File: src/rtl/dmem_responder_if.sv
// Request/response bundle between the MIPS core data port (master) and its memory responder (slave).
interface dmem_responder_if;
    logic [31:0] dataadr;
    logic [31:0] writedata;
    logic [1:0]  memwrite;
    logic        memread;
    logic [1:0]  loadsize;
    logic        loadunsigned;
    logic [31:0] readdata;
    logic        stall;
    logic        done;
    logic        misalign;

    modport master (
        output dataadr, writedata, memwrite, memread, loadsize, loadunsigned,
        input  readdata, stall, done, misalign
    );

    modport slave (
        input  dataadr, writedata, memwrite, memread, loadsize, loadunsigned,
        output readdata, stall, done, misalign
    );
endinterface

File: src/rtl/dmem_responder.sv
// Fixed-latency data-memory responder: accepts one load/store, stalls the core for LATENCY
// cycles, then performs the access and pulses done (with misalign on bad alignment).
module dmem_responder #(
    parameter int DEPTH   = 64,
    parameter int LATENCY = 2
) (
    input  logic            clk,
    input  logic            reset,
    dmem_responder_if.slave bus
);
    localparam int AW = $clog2(DEPTH);

    localparam logic [1:0] IDLE = 2'd0;
    localparam logic [1:0] BUSY = 2'd1;
    localparam logic [1:0] RESP = 2'd2;

    localparam logic [1:0] SZ_WORD = 2'b01;
    localparam logic [1:0] SZ_HALF = 2'b10;
    localparam logic [1:0] SZ_BYTE = 2'b11;

    typedef struct packed {
        logic [AW+1:0] addr;
        logic [31:0]   wdata;
        logic [1:0]    size;
        logic          is_write;
        logic          uns;
        logic          illegal;
    } req_t;

    logic [1:0]  state_q, state_d;
    logic [3:0]  cnt_q, cnt_d;
    req_t        req_q, req_d;
    logic [31:0] readdata_q, readdata_d;
    logic        done_q, done_d;
    logic        misalign_q, misalign_d;

    logic [31:0] mem [DEPTH];

    req_t        in_req, cur;
    logic        request, enter_resp, misaligned, mem_we;
    logic [AW-1:0] idx;
    logic [31:0] mem_word, lane_word, load_data, wr_word;
    logic        unused_addr_bits;

    assign unused_addr_bits = ^bus.dataadr[31:AW+2];
    assign request = (bus.memwrite != 2'b00) || bus.memread;

    // NOTE: every always_comb output gets a default first so no path leaves it unassigned (no latch).
    always_comb begin
        in_req          = '0;
        in_req.addr     = bus.dataadr[AW+1:0];
        in_req.wdata    = bus.writedata;
        in_req.is_write = (bus.memwrite != 2'b00);
        in_req.size     = in_req.is_write ? bus.memwrite
                        : (bus.loadsize == 2'b00 ? SZ_WORD : bus.loadsize);
        in_req.uns      = bus.loadunsigned;
        in_req.illegal  = in_req.is_write && bus.memread;
    end

    // With LATENCY==1 the access happens straight out of IDLE, before the request is latched.
    assign cur        = (state_q == IDLE) ? in_req : req_q;
    assign enter_resp = (state_q == IDLE && request && LATENCY == 1)
                     || (state_q == BUSY && cnt_q == 4'd1);
    assign misaligned = (cur.size == SZ_WORD && cur.addr[1:0] != 2'b00)
                     || (cur.size == SZ_HALF && cur.addr[0]);
    assign idx        = cur.addr[AW+1:2];
    assign mem_word   = mem[idx];
    assign mem_we     = reset && enter_resp && cur.is_write && !misaligned;

    always_comb begin
        lane_word = mem_word >> {cur.addr[1:0], 3'b000};
        case (cur.size)
            SZ_HALF: load_data = {{16{~cur.uns & lane_word[15]}}, lane_word[15:0]};
            SZ_BYTE: load_data = {{24{~cur.uns & lane_word[7]}}, lane_word[7:0]};
            default: load_data = mem_word;
        endcase
    end

    always_comb begin
        wr_word = mem_word;
        case (cur.size)
            SZ_HALF: wr_word[{cur.addr[1], 4'b0000} +: 16] = cur.wdata[15:0];
            SZ_BYTE: wr_word[{cur.addr[1:0], 3'b000} +: 8] = cur.wdata[7:0];
            default: wr_word = cur.wdata;
        endcase
    end

    always_comb begin
        state_d    = state_q;
        cnt_d      = cnt_q;
        req_d      = req_q;
        readdata_d = readdata_q;
        done_d     = 1'b0;
        misalign_d = 1'b0;
        case (state_q)
            IDLE: if (request) begin
                req_d   = in_req;
                cnt_d   = 4'(LATENCY - 1);
                state_d = (LATENCY == 1) ? RESP : BUSY;
            end
            BUSY: begin
                cnt_d = cnt_q - 4'd1;
                if (cnt_q == 4'd1) state_d = RESP;
            end
            default: state_d = IDLE;
        endcase
        if (enter_resp) begin
            done_d     = 1'b1;
            misalign_d = misaligned || cur.illegal;
            if (!cur.is_write && !misaligned) readdata_d = load_data;
        end
    end

    // NOTE: sequential state uses non-blocking assignments so every flop samples pre-edge values.
    always_ff @(posedge clk or negedge reset) begin
        if (!reset) begin
            state_q    <= IDLE;
            cnt_q      <= '0;
            req_q      <= '0;
            readdata_q <= '0;
            done_q     <= 1'b0;
            misalign_q <= 1'b0;
        end else begin
            state_q    <= state_d;
            cnt_q      <= cnt_d;
            req_q      <= req_d;
            readdata_q <= readdata_d;
            done_q     <= done_d;
            misalign_q <= misalign_d;
        end
    end

    // NOTE: the storage array has no reset; contents survive reset and map onto plain RAM.
    always_ff @(posedge clk) begin
        if (mem_we) mem[idx] <= wr_word;
    end

    assign bus.readdata = readdata_q;
    assign bus.done     = done_q;
    assign bus.misalign = misalign_q;
    assign bus.stall    = reset && ((state_q == IDLE && request) || state_q == BUSY);
endmodule

File: src/flat_wrapper.sv
// flat-port wrapper written by rule: the top's interface ports become plain ports
module dmem_responder_flat 
#(
    parameter int DEPTH   = 64,
    parameter int LATENCY = 2
)
  (clk, reset, bus_dataadr, bus_writedata, bus_memwrite, bus_memread, bus_loadsize, bus_loadunsigned, bus_readdata, bus_stall, bus_done, bus_misalign);
  dmem_responder_if bus_i ();
  input  logic clk;
  input  logic reset;
  input wire logic [$bits(bus_i.dataadr)-1:0] bus_dataadr;
  input wire logic [$bits(bus_i.writedata)-1:0] bus_writedata;
  input wire logic [$bits(bus_i.memwrite)-1:0] bus_memwrite;
  input wire logic [$bits(bus_i.memread)-1:0] bus_memread;
  input wire logic [$bits(bus_i.loadsize)-1:0] bus_loadsize;
  input wire logic [$bits(bus_i.loadunsigned)-1:0] bus_loadunsigned;
  output wire logic [$bits(bus_i.readdata)-1:0] bus_readdata;
  output wire logic [$bits(bus_i.stall)-1:0] bus_stall;
  output wire logic [$bits(bus_i.done)-1:0] bus_done;
  output wire logic [$bits(bus_i.misalign)-1:0] bus_misalign;
  assign bus_i.dataadr = bus_dataadr;
  assign bus_i.writedata = bus_writedata;
  assign bus_i.memwrite = bus_memwrite;
  assign bus_i.memread = bus_memread;
  assign bus_i.loadsize = bus_loadsize;
  assign bus_i.loadunsigned = bus_loadunsigned;
  assign bus_readdata = bus_i.readdata;
  assign bus_stall = bus_i.stall;
  assign bus_done = bus_i.done;
  assign bus_misalign = bus_i.misalign;
  dmem_responder #(.DEPTH(DEPTH), .LATENCY(LATENCY)) u_core (.clk(clk), .reset(reset), .bus(bus_i));
endmodule
File: config.mk
export PLATFORM = sky130hd
export DESIGN_NAME = dmem_responder_flat
export DESIGN_NICKNAME = d
export VERILOG_FILES = /design/src/rtl/dmem_responder_if.sv /design/src/rtl/dmem_responder.sv /design/src/flat_wrapper.sv
export SDC_FILE = /design/constraint.sdc
export NUM_CORES = 2
export LEC_CHECK = 0
export ABC_AREA = 1
export BUFFER_PORTS_ARGS = -buffer_cell sky130_fd_sc_hd__buf_2
export CAP_MARGIN = 0
export CORE_MARGIN = 1
export CORE_UTILIZATION = 35
export DETAILED_ROUTE_END_ITERATION = 16
export GPL_TIMING_DRIVEN = 0
export PLACE_DENSITY = 0.6
export SYNTH_ARGS = -nofsm -noshare
export SYNTH_HDL_FRONTEND = slang
export SYNTH_SLANG_ARGS = --single-unit
export TNS_END_PERCENT = 50
File: constraint.sdc
create_clock -name clk -period 10 [get_ports clk]
set_input_delay 0 -clock clk [delete_from_list [all_inputs] [get_ports clk]]
set_output_delay 0 -clock clk [all_outputs]
set_load 0.005 [all_outputs]
==> flow_summary.yaml <==
worst_hold_path:
  holdPathStages: 4
  hp-class: "in -> reg"
  holdPathEnd: "u_core.req_q[39]"
  hold_path.startpoint: "bus_dataadr[2]"
detailed_routing:
  detail-route-antenna-nets: 0
  num_vias: 70886
  drcViolationCount: 0
  first_pass_iters: 6
  drt-initial-drc-count: 10643
  routedWlPerCell_microns: 27.1
  viasPerCell: 5.30
  finalWirelength_mm: 363
floorplan:
  dieArea_sq_um: 267000
  ioPinCount: 107
  initial_utilization: 0.352
  placementRows: 188
  chipWidth_microns: 516
  core-area_sq_um: 263000
  dieHeight_microns: 516
worst_setup_path:
  regToRegSetupSlack_ps: 2520
  path_max_fanout: 14
  crit_path_start_kind: "flip-flop"
  reg2reg_to: "u_core.mem[44][10]"
  r2r_cells: 19
  endpoint_kind: "flip-flop"
  critical-path-max-stage-delay_ps: 1010
  critical_path_buf_inv_count: 9
  required_ps: 10540
  timing.rr.start: "u_core.state_q[1]"
  cp_slowest_cell: "nor3_2"
  path_delay_family: "simple AND/OR/NAND/NOR gates"
  crit_type: "reg -> reg"
  worstPathArrival_ps: 8020
  crit_chain: "nor2_2 -> buf_6 -> buf_6 -> nand2_1 -> o21ai_1 -> buf_2 -> clkbuf_1 -> ha_1 -> clkbuf_1 -> inv_1 -> nand3_1 -> o21ai_1 -> inv_2 -> nand2_1 -> nor3_2 -> nand3_1 -> nor2_4 -> buf_16 -> buf_12"
placed_design:
  dpl.hpwl_mm: 249
  gp_congestion: 0.962
  placed_area_sq_um: 102000
  portBuffers: 82
run:
  cap_violations: 1
synthesis:
  synthDistinctLibCells: 43
  seq_area_frac_synth: 0.687
  ys_seq_elements: 2133
  synth_most_common_cell: "nand2_1"
  synth_top_cells_by_count: "3,716 x nand2_1, 2,048 x edfxtp_1, 1,105 x inv_1, 508 x nor2_1, 387 x o21ai_0"
  synth_ff_type: "edfxtp_1"
  synthCells: 9110
  synth-async-reset-ratio: 0.0398
  synth.avg_cell_area_sq_um: 10.2
  yosys-top-cells-area: "edfxtp_1 66%, nand2_1 15%, inv_1 4.5%, dfrtp_1 2.3%, o21ai_0 2.1%"
  yosysTopAreaCell: "edfxtp_1"
  synth_edf_count: 2048
  synth_top_area_frac: 0.664
  synth_fp_nets: 9189
  synth_area_sq_um: 92600
  yosysWarnings: 0
global_route:
  antenna_found_initial: 15
  grt_pass1_wl_mm: 498
  grt_max_degree: 69
  grt_usage: 0.267
  grt_overflow: 0
  grt_pass1_vias: 66148
clocking:
  cts_buffers: 210
  cts_resized: 0
  cts-root-to-sink-buffers: 3
  cts_root_buffer: "clkbuf_16"
  htreeDepth: 4
  cts_tree: "yes"
  cts_sinks: 2133
  clk_pin_slew_worst_paths_ps: 60
  clk_latency_ps: 880
sta:
  slew_headroom: -0.00528
  rsz0062_at_grt: "false"
  drv_slew: 11
  min_period_ps: 7480
  hold_viol_final: 0
  fin_crit_sh: 0.748
  fmax_mhz: 134
  setup_viol: 0
  worstMarginPinSlew_ps: 1510
  fin_worst_skew_ps: 43.1
finish:
  fin_area_sq_um: 110000
  fin_nets: 9768
  final_util: 0.417
  drive_gt1_frac: 0.0980
  area_growth_syn_to_layout_pct: 18.4
outcome:
  violations: "capacitance limit, slew limit"
  status: "finished, violations left"
how the worst max path moves through the flow:
stage | startpoint | slack [ps] | end | cells after the start
6_report | u_core.state_q[1] | 2520 | u_core.mem[44][10] | 19
5_1_grt | u_core.state_q[1] | 2380 | u_core.mem[17][19] | 19
4_1_cts | u_core.state_q[1] | 2730 | u_core.mem[49][9] | 18
3_5_place_dp | u_core.state_q[1] | 2760 | u_core.mem[49][13] | 18
3_3_place_gp | u_core.state_q[0] | -5190 | u_core.mem[54][17] | 18
2_1_floorplan | u_core.state_q[1] | 2660 | u_core.mem[0][18] | 11
area by class of cell:
| type | count | area, sq um |
|---|---|---|
| buffer | 444 | 2170 |
| multi-input combinational | 5410 | 23400 |
| inverter | 1123 | 4220 |
| sequential | 2133 | 63600 |
| clock buffer | 277 | 5600 |
| fill | 24772 | 153000 |
| timing repair buffer | 367 | 5120 |
| tap | 3515 | 4400 |
| antenna | 6 | 15.0 |
| clock inverter | 105 | 1070 |
placed cells by master, fill, tap and decap left out, types with 48 or more instances in the layout:
master / synthesis / layout
o22ai_1: 113 / 113
buf_12: 0 / 117
dfrtp_1: 85 / 85
o21ai_1: 59 / 59
nand3b_1: 58 / 58
buf_4: 33 / 48
o21ai_0: 387 / 387
a21oi_1: 51 / 51
nand2_1: 3716 / 3716
buf_2: 224 / 305
nand3_1: 336 / 316
clkbuf_16: 0 / 214
edfxtp_1: 2048 / 2048
inv_1: 1105 / 1105
clkbuf_1: 156 / 216
clkinv_1: 2 / 48
nor2_1: 508 / 444
nor2_4: 3 / 67
dlygate4sd3_1: 0 / 103
per-stage QoR:
step	TNS (ps)	std cells	setup WS, ps	hold slack, ps
after floorplan	0	9110	2660	-296
after global placement	-1001410	12707	-5190	257
after detailed placement	0	12889	2760	-97.1
after CTS	0	13374	2730	55.6
after global routing	0	13378	2380	87.5
final	0	13380	2520	91.1
worst min-delay path: cells and delay by family:
family | cells | cell delay (ps)
buf+inv | 3 | 790
compound gates | 1 | 110
logic make-up (layout without fill, tap and decap cells):
family,count (synthesis),in the layout,share of synthesized area
compound gates,675,675,0.0406
fa+ha+maj,7,7,0.000946
flops,2133,2133,0.687
simple gates,4727,4727,0.202
other cells,0,6,0
xor+xnor,1,1,0.0000946
buf+inv,1567,2316,0.0690
sequential cells by signal (all words and copies together) (netlist names):
name / flops
u_core.bus.done: 1
u_core.cnt_q: 4
u_core.state_q: 2
u_core.bus.misalign: 1
u_core.mem: 2048
u_core.bus.readdata: 32
u_core.req_q: 45
metal layers:
layer / up-vias / wire length (microns) / track usage
li1: 30726 / - / -
met1: 34256 / 130000 / 0.329
met2: 4726 / 160000 / 0.412
met3: 1166 / 45600 / 0.0741
met4: 12 / 27600 / 0.171
met5: - / 99 / 0
repair_timing:
action	in CTS	in global routing
endpoints found under the hold margin	139	0
hold buffers	103	0
buffers inserted	0	0
Power is not shown: default switching activity piles up to over one toggle a cycle in this logic, so the estimate is an artifact.
